## config.mk

```make
export PLATFORM = sky130hd
export DESIGN_NAME = mem_arbiter
export DESIGN_NICKNAME = d
export VERILOG_FILES = /design/src/rtl/risc_mem_pkg.sv /design/src/rtl/mem_lat_counter.sv /design/src/rtl/mem_arbiter.sv
export SDC_FILE = /design/constraint.sdc
export NUM_CORES = 1
export LEC_CHECK = 0
export ABC_AREA = 1
export CAP_MARGIN = 0
export CORE_ASPECT_RATIO = 0.6
export CORE_MARGIN = 8
export CORE_UTILIZATION = 40
export CTS_CLUSTER_DIAMETER = 200
export CTS_CLUSTER_SIZE = 25
export DETAILED_ROUTE_END_ITERATION = 10
export PLACE_DENSITY = 0.83
export SLEW_MARGIN = 30
export SYNTH_ARGS = -nofsm -noshare
export SYNTH_HDL_FRONTEND = slang
export SYNTH_SLANG_ARGS = --single-unit
```

## constraint.sdc

```tcl
create_clock -name clk -period 2 [get_ports clk]
set_input_delay 0.3 -clock clk [delete_from_list [all_inputs] [get_ports clk]]
set_output_delay 0.3 -clock clk [all_outputs]
set_load 0.03 [all_outputs]
```

## src/rtl/risc_mem_pkg.sv

```systemverilog
// Shared types for the memory arbiter: FSM states, access owner encoding and default bus widths.
package risc_mem_pkg;
  localparam int DATA_W_DEF = 16;
  localparam int ADDR_W_DEF = 16;
  localparam int CNT_W      = 2;  // wide enough for MEM_LAT-1 with MEM_LAT up to 4

  typedef enum logic [1:0] {IDLE = 2'd0, ISSUE = 2'd1, WAIT = 2'd2} state_t;
  typedef enum logic {OWN_IF = 1'b0, OWN_LS = 1'b1} owner_t;
endpackage

```

## src/rtl/mem_lat_counter.sv

```systemverilog
// Memory latency down-counter: loads a start value, decrements on request, flags zero.
// Single-cycle update; no backpressure (the FSM decides when to load and decrement).
module mem_lat_counter
  import risc_mem_pkg::*;
(
  input  logic             clk,
  input  logic             rst,
  input  logic             load,
  input  logic [CNT_W-1:0] load_val,
  input  logic             dec,
  output logic             zero
);
  logic [CNT_W-1:0] count;

  always_ff @(posedge clk) begin
    if (rst)
      count <= '0;
    else if (load)
      count <= load_val;
    else if (dec && (count != '0))
      count <= count - CNT_W'(1);
  end

  assign zero = (count == '0);
endmodule

```

## src/rtl/mem_arbiter.sv

```systemverilog
// Arbitrates fetch and load/store requests onto one memory port; MEM_ARB_RR_EN selects round-robin.
// Done pulses MEM_LAT+2 cycles after the request is sampled in IDLE; requesters simply hold req until granted.
module mem_arbiter
  import risc_mem_pkg::*;
#(
  parameter int DATA_W  = DATA_W_DEF,
  parameter int ADDR_W  = ADDR_W_DEF,
  parameter int MEM_LAT = 1
) (
  input  logic              clk,
  input  logic              rst,
  input  logic              if_req,
  input  logic [ADDR_W-1:0] if_addr,
  input  logic              ls_req,
  input  logic              ls_we,
  input  logic [ADDR_W-1:0] ls_addr,
  input  logic [DATA_W-1:0] ls_wdata,
  output logic              if_done,
  output logic              ls_done,
  output logic [DATA_W-1:0] rdata,
  output logic              mem_en,
  output logic              mem_we,
  output logic [ADDR_W-1:0] mem_addr,
  output logic [DATA_W-1:0] mem_wdata,
  input  logic [DATA_W-1:0] mem_rdata,
  output logic              busy
);
  state_t            state, state_nxt;
  owner_t            owner;
  logic [ADDR_W-1:0] lat_addr;
  logic [DATA_W-1:0] lat_wdata;
  logic              lat_we;
  logic              take, grant_ls;
  logic              cnt_load, cnt_dec, cnt_zero, finish;

  assign take = (state == IDLE) && (if_req || ls_req);

`ifdef MEM_ARB_RR_EN
  logic rr_ptr;  // 1 = fetch wins the next tie

  assign grant_ls = ls_req && (!if_req || !rr_ptr);

  always_ff @(posedge clk) begin
    if (rst)
      rr_ptr <= 1'b0;
    else if (take)
      rr_ptr <= grant_ls;
  end
`else
  assign grant_ls = ls_req;
`endif

  always_comb begin
    state_nxt = state;
    cnt_load  = 1'b0;
    cnt_dec   = 1'b0;
    finish    = 1'b0;
    case (state)
      IDLE:  if (take) state_nxt = ISSUE;
      ISSUE: begin
        cnt_load  = 1'b1;
        state_nxt = WAIT;
      end
      WAIT: begin
        if (cnt_zero) begin
          finish    = 1'b1;
          state_nxt = IDLE;
        end else begin
          cnt_dec = 1'b1;
        end
      end
      default: state_nxt = IDLE;
    endcase
  end

  always_ff @(posedge clk) begin
    if (rst) begin
      state     <= IDLE;
      owner     <= OWN_IF;
      lat_addr  <= '0;
      lat_wdata <= '0;
      lat_we    <= 1'b0;
      rdata     <= '0;
      if_done   <= 1'b0;
      ls_done   <= 1'b0;
    end else begin
      state   <= state_nxt;
      if_done <= finish && (owner == OWN_IF);
      ls_done <= finish && (owner == OWN_LS);
      if (finish && !lat_we)
        rdata <= mem_rdata;
      // Requester inputs are captured once here and ignored for the rest of the access.
      if (take) begin
        owner     <= grant_ls ? OWN_LS : OWN_IF;
        lat_addr  <= grant_ls ? ls_addr : if_addr;
        lat_we    <= grant_ls && ls_we;
        lat_wdata <= grant_ls ? ls_wdata : '0;
      end
    end
  end

  mem_lat_counter u_cnt (
    .clk      (clk),
    .rst      (rst),
    .load     (cnt_load),
    .load_val (CNT_W'(MEM_LAT - 1)),
    .dec      (cnt_dec),
    .zero     (cnt_zero)
  );

  assign mem_en    = (state == ISSUE);
  assign mem_we    = mem_en && lat_we;
  assign mem_addr  = lat_addr;
  assign mem_wdata = lat_wdata;
  assign busy      = (state != IDLE);
endmodule

```

==> impl_metrics.env, run 1 <==
export IMPL_status="complete, no violations"
export IMPL_first_global_vias=2565
export IMPL_power_per_cell_area_mw_per_mm2=711.1
export IMPL_cts_tree="done"
export IMPL_period_needed_ns=1.866
export IMPL_cp_data_arrival_time_ns=1.57
export IMPL_worst_pin_slew_ns=0.4273
export IMPL_vdd_ir_drop_max_mv=0.3456
export IMPL_synth_area_mm2=0.002517
export IMPL_overall_power_w=0.002752
export IMPL_first_pass_iters=4
export IMPL_cpPeakStageDelay_ns=0.67
export IMPL_start_kind="flop"
export IMPL_hold_path_startpoint="owner"
export IMPL_die_height_um=77.45
export IMPL_maxCapViolations=0
export IMPL_route_antenna_remaining_nets=0
export IMPL_crit_fanout=4
export IMPL_floorplan_die_width_um=118.4
export IMPL_synth_ff_latch_count=56
export IMPL_timing_max_slew_rel_slack=0.7144
export IMPL_reg2reg_from="state[0]"
export IMPL_gp_congestion=0.8125
export IMPL_cts_path_max_buffers=2
export IMPL_detailedRoute_firstIterationViolations=124
export IMPL_setup_repair_after_global_routing_missed_its_margin="false"
export IMPL_total_switching_power_w=0.0008321
export IMPL_nets=555
export IMPL_ioPinCount=122
export IMPL_max_freq_mhz=535.9
export IMPL_drt_vias_per_instance=4.593
export IMPL_grt_max_degree=36
export IMPL_worst_setup_path_end_kind="output port"
export IMPL_crit_path_cell_trace="nor2_4 -> inv_1 -> clkdlybuf4s50_1"
export IMPL_drt_drc_violations_left=0
export IMPL_hold_crit_class="flop to flop"
export IMPL_cts_htree_levels=2
export IMPL_finalSetupViolations=0
export IMPL_power_share_sequential=0.452
export IMPL_synth_cell_types=22
export IMPL_power_static_leakage_nw=1.714
export IMPL_synthesized_net_count=442
export IMPL_slew_viol_final=0
export IMPL_comb_power_share=0.284
export IMPL_place_hpwl_mm=5.743
export IMPL_fp_row_count=22
export IMPL_worst_setup_path_type="flop to output port"
export IMPL_ys_seq_area_frac=0.4453
export IMPL_totalNegativeSetupSlack_ns=0
export IMPL_synth_warning_count=0
export IMPL_internal_power_w=0.001920
export IMPL_numClockSinks=56
export IMPL_n_antenna_cell=0
export IMPL_areaGrowthSynthToFinish_pct=53.73
export IMPL_post_route_cells_drive_above_1_share=0.04733
export IMPL_clkTransAtPathRegs_ns=0.10
export IMPL_ratio_of_final_minimum_period_to_clock_period=0.9331
export IMPL_layoutNonFillerInstCount=570
export IMPL_synth_instances=372
export IMPL_report_final_hold_viol_count=0
export IMPL_die_outline_area_mm2=0.009171
export IMPL_critPathSlowestCell="clkdlybuf4s50_1"
export IMPL_grt_antenna_before_repair=0
export IMPL_cts_hold_buffers_added=0
export IMPL_initial_utilization=0.4120
export IMPL_syn_area_per_cell_um2=6.767
export IMPL_grt_ovfl_total=0
export IMPL_placed_cells=562
export IMPL_dr_total_vias=2618
export IMPL_detail_route_wirelength_mm=7.506
export IMPL_buffer_ports_inserted=121
export IMPL_drt_wirelength_per_cell_um=13.17
export IMPL_cp_startpoint="state[0]"
export IMPL_clock_power_share=0.264
export IMPL_insertion_delay_ns=0.30
export IMPL_clock_tree_root_cell="clkbuf_8"
export IMPL_finClkSkew_ns=0.01218
export IMPL_cts_made_buffers=5
export IMPL_grt_first_pass_wirelength_mm=12.19
export IMPL_grt_total_usage=0.1566
export IMPL_final_fill_count=580
export IMPL_fp_coreArea_mm2=0.006111
export IMPL_cp_data_required_time_ns=1.70
export IMPL_switching_fraction_of_total_power=0.3024
-- sequential cells by signal, summed over array words and instances, names as in the netlist --
signal,cells
if_done,1
lat_we,1
ls_done,1
mem_addr,16
mem_wdata,16
owner,1
rdata,16
state,2
u_cnt.count,2
-- area by class of cell --
class	instances	area [µm²]	area share
inverters	58	217.7	0.05626
flip-flops and latches	56	1121	0.2897
clock inverters	3	42.54	0.01099
multi-input cells	235	1047	0.2706
well taps	84	105.1	0.02716
repair buffers	129	1267	0.3275
clock buffers	5	68.82	0.01778
-- cells by family after synthesis --
family,count (synthesis),synth area share
flip-flops,56,0.4453
AND/OR/NAND/NOR,197,0.3320
adder cells (fa/ha/maj),1,0.004969
AO/OA/AOI/OAI,37,0.07903
buffers and inverters,81,0.1387
-- critical path, delay by kind of cell (launching register included) --
| kind | cells | cell delay (ns) |
|---|---|---|
| and+or+nand+nor | 1 | 0.06 |
| buffers and inverters | 2 | 0.74 |
| DFF | 1 | 0.48 |
-- cells in the mapped netlist --
cell,count,share of area
nand2_1,88,0.13
nor2_1,69,0.10
dfxtp_1,56,0.45
inv_1,56,0.083
a21oi_1,19,0.038
nand3_1,18,0.036
nand4_1,16,0.040
o21ai_0,16,0.032
buf_2,9,0.018
buf_4,5,0.015
clkbuf_1,5,0.0075
nor2_4,3,0.013
buf_1,2,0.0030
buf_6,2,0.0089
a21boi_0,1,0.0030
clkinv_1,1,0.0015
ha_1,1,0.0050
inv_2,1,0.0015
nand3_2,1,0.0040
nor3_1,1,0.0020
nor3b_1,1,0.0030
o21ai_4,1,0.0065
-- through the flow --
step             util  hold slack, ns  area, µm²  worst slack, ns
4_1_cts        0.6329          0.4421       3867         0.007021
2_1_floorplan       -          0.3761       2517           0.5209
6_report       0.6333          0.4490       3870           0.1338
3_3_place_gp   0.6149          0.4308       3757           0.3586
3_5_place_dp   0.6149          0.4336       3757           0.3245
5_1_grt        0.6333          0.4644       3870          0.04772
-- power groups by stage --
stage               clock network, W  logic, W  registers (W)
floorplan                          0  0.000284        0.00142
global placement                   0  0.000771        0.00126
detailed placement                 0  0.000784        0.00127
CTS                         0.000752  0.000787        0.00124
global route                0.000793  0.000849        0.00125
finish                      0.000728  0.000780        0.00124
-- timing repair --
item / in CTS / in global routing
pin swaps: 0 / 0
setup buffers: 0 / 0
endpoints found under the setup margin: 1 / 1
gates resized for setup: 1 / 1
-- worst paths after layout --
| path | end | slack [ns] | depth (start not counted) |
|---|---|---|---|
| setup / recovery | busy | 0.13 | 3 |
| setup reg to reg | mem_addr[10] | 0.50 | 7 |
| hold / removal | if_done | 0.45 | 1 |
| hold reg to reg | if_done | 0.45 | 1 |
-- cell usage in the layout, fill, tap and decap left out, drive strengths merged, types with 2 or more instances in the layout --
cell | synthesis | layout
a21oi | 19 | 19
buf | 18 | 9
clkbuf | 5 | 5
clkdlybuf4s50 | 0 | 118
clkinv | 1 | 2
dfxtp | 56 | 56
inv | 57 | 57
nand2 | 88 | 88
nand3 | 19 | 19
nand4 | 16 | 16
nor2 | 72 | 72
o21ai | 17 | 17
-- metal layers --
| layer | up-vias | global-route usage | share of wire |
|---|---|---|---|
| li1 | 1355 | - | - |
| met1 | 1189 | 0.1915 | 0.47 |
| met4 | 0 | 0.03011 | 0.0079 |
| met3 | 4 | 0.05780 | 0.074 |
| met2 | 70 | 0.2614 | 0.45 |
| met5 | - | 0 | 0 |
Power figures use the tool's default switching activity.
==> run 2: changes to the inputs <==
==> constraint.sdc (replaced) <==
create_clock -name clk -period 2.1 [get_ports clk]
set_input_delay 0.315 -clock clk [delete_from_list [all_inputs] [get_ports clk]]
set_output_delay 0.315 -clock clk [all_outputs]
set_load 0.03 [all_outputs]
==> run 2 against run 1 <==
First-iteration DRC count down 10%. Combinational power down 4.2%. Critical path depth unchanged. Critical path type unchanged. Global-route usage down 0.60 points. Clock skew down 0.0049 ns. Via count down 2.3%. Count of clock-buffer cells in the layout unchanged. Register-to-register slack better by 0.12 ns. Highest routed layer unchanged. Largest power group unchanged. Sequential share of layout area down 0.27 points. Die area unchanged.
==> impl_metrics.env, run 2 (synthesis gave the netlist of run 1 again) <==
export IMPL_drt_vias_per_instance=4.504
export IMPL_cts_path_max_buffers=2
export IMPL_total_switching_power_w=0.0007861
export IMPL_finalSetupViolations=0
export IMPL_fp_row_count=22
export IMPL_maxCapViolations=0
export IMPL_reg2reg_setup_slack_ns=0.62
export IMPL_reg2reg_depth=6
export IMPL_die_outline_area_mm2=0.009171
export IMPL_worst_pin_slew_ns=0.4411
export IMPL_detailedRoute_firstIterationViolations=111
export IMPL_timing_max_slew_rel_slack=0.7059
export IMPL_switching_fraction_of_total_power=0.2872
export IMPL_place_hpwl_mm=5.513
export IMPL_clock_tree_root_cell="clkbuf_8"
export IMPL_fp_coreArea_mm2=0.006111
export IMPL_grt_total_usage=0.1506
export IMPL_first_pass_iters=4
export IMPL_vdd_ir_drop_max_mv=0.4402
export IMPL_cp_endpoint="mem_en"
export IMPL_hold_crit_class="flop to flop"
export IMPL_critPathSlowestCell="clkdlybuf4s50_1"
export IMPL_postCtsSetupRepairBufs=0
export IMPL_first_global_vias=2345
export IMPL_cp_data_arrival_time_ns=1.68
export IMPL_dr_total_vias=2558
export IMPL_crit_path_cell_trace="nand2_1 -> inv_1 -> clkdlybuf4s50_1"
export IMPL_layout_core_utilization=0.6392
export IMPL_clock_power_share=0.295
export IMPL_post_route_cells_drive_above_1_share=0.04339
export IMPL_grt_first_pass_wirelength_mm=11.59
export IMPL_buffer_ports_inserted=121
export IMPL_period_needed_ns=1.996
export IMPL_cp_data_required_time_ns=1.78
export IMPL_grt_ovfl_total=0
export IMPL_power_share_sequential=0.432
export IMPL_worst_setup_path_end_kind="output port"
export IMPL_comb_power_share=0.273
export IMPL_floorplan_die_width_um=118.4
export IMPL_cp_startpoint="state[0]"
export IMPL_clkTransAtPathRegs_ns=0.10
export IMPL_setup_repair_after_global_routing_missed_its_margin="false"
export IMPL_hold_path_startpoint="owner"
export IMPL_initial_utilization=0.4120
export IMPL_layout_commonest_cell="clkdlybuf4s50_1"
export IMPL_overall_power_w=0.002737
export IMPL_most_common_layout_cells="clkdlybuf4s50_1 (119), nand2_1 (88), nor2_1 (69)"
export IMPL_gp_congestion=0.8012
export IMPL_ioPinCount=122
export IMPL_cts_htree_levels=2
export IMPL_final_fill_count=529
export IMPL_start_kind="flop"
export IMPL_internal_power_w=0.001951
export IMPL_die_height_um=77.45
export IMPL_worst_setup_path_type="flop to output port"
export IMPL_report_final_hold_viol_count=0
export IMPL_insertion_delay_ns=0.30
export IMPL_power_static_leakage_nw=1.727
export IMPL_grt_max_degree=52
export IMPL_finClkSkew_ns=0.007287
export IMPL_areaGrowthSynthToFinish_pct=55.17
export IMPL_grt_antenna_before_repair=0
export IMPL_reg2reg_from="u_cnt.count[0]"
export IMPL_power_per_cell_area_mw_per_mm2=700.7
export IMPL_cts_repair_resize_count=0
export IMPL_cts_hold_buffers_added=0
export IMPL_detail_route_wirelength_mm=7.223
export IMPL_drt_drc_violations_left=0
export IMPL_reg2reg_to="rdata[5]"
export IMPL_ratio_of_final_minimum_period_to_clock_period=0.9506
export IMPL_n_antenna_cell=0
export IMPL_nets=554
export IMPL_fin_hold_ws_ns=0.4492
export IMPL_cts_made_buffers=5
export IMPL_crit_fanout=4
export IMPL_cpPeakStageDelay_ns=0.68
export IMPL_slew_viol_final=0
export IMPL_drt_wirelength_per_cell_um=12.72
export IMPL_totalNegativeSetupSlack_ns=0
export IMPL_numClockSinks=56
export IMPL_route_antenna_remaining_nets=0
export IMPL_status="complete, no violations"
export IMPL_cts_tree="done"
export IMPL_max_freq_mhz=501.0
-- run 2: cell types whose count changed in the layout (fill, tap and decap cells not counted) --
cell | previous run | this run
buf_12 | 0 | 2
buf_4 | 8 | 5
bufinv_16 | 1 | 2
clkdlybuf4s50_1 | 118 | 119
clkinv_2 | 1 | 0
clkinvlp_4 | 1 | 0
dlygate4sd2_1 | 1 | 0
-- run 2: routing by layer --
layer / share of wire / wire length [µm] / global-route usage / vias up
met5: 0 / 0 / 0 / -
met4: 0.0075 / 54 / 0.03011 / 0
met3: 0.082 / 590 / 0.05708 / 5
met2: 0.42 / 3061 / 0.2439 / 69
met1: 0.49 / 3516 / 0.1884 / 1126
li1: - / - / - / 1358
-- run 2: final cells by class --
type	instances	area, µm²	area share
repair buffers	128	1286	0.3293
inverters	58	217.7	0.05573
multi-input cells	235	1047	0.2681
well taps	84	105.1	0.02691
clock buffers	5	68.82	0.01762
flip-flops and latches	56	1121	0.2870
clock inverters	2	60.06	0.01537
-- run 2: through the flow --
stage,cell area (µm²),std cells,setup slack (ns)
floorplan,2517,372,0.6059
global route,3906,568,0.05452
global placement,3775,561,0.4393
CTS,3904,568,0.06673
finish,3906,568,0.1038
detailed placement,3775,561,0.4178
-- run 2: power groups by stage --
stage               logic (W)  registers (W)  clock network (W)
floorplan            0.000270        0.00135                  0
global placement     0.000741        0.00120                  0
detailed placement   0.000752        0.00121                  0
CTS                  0.000755        0.00118           0.000827
global route         0.000811        0.00119           0.000863
finish               0.000747        0.00118           0.000807
-- run 2: worst min-delay path by stage --
stage / depth (start not counted) / slack [ns] / to
2_1_floorplan: 1 / 0.39 / ls_done
3_3_place_gp: 1 / 0.43 / if_done
3_5_place_dp: 1 / 0.44 / if_done
4_1_cts: 1 / 0.45 / if_done
5_1_grt: 1 / 0.48 / if_done
6_report: 1 / 0.45 / if_done
-- run 2: critical path: cells and delay by family (launching register included) --
kind                   cells  cell delay [ns]
buffers and inverters      2             0.76
flip-flops                 1             0.47
AND/OR/NAND/NOR            1             0.14
==> run 3: changes to the inputs <==
--- a/config.mk
+++ b/config.mk
@@ -6,7 +6,7 @@
 export NUM_CORES = 1
 export LEC_CHECK = 0
 export ABC_AREA = 1
-export CAP_MARGIN = 0
+export CAP_MARGIN = 20
 export CORE_ASPECT_RATIO = 0.6
 export CORE_MARGIN = 8
 export CORE_UTILIZATION = 40
==> results of run 3 <==
The final DEF is identical to that of run 2; final timing and power are the same.
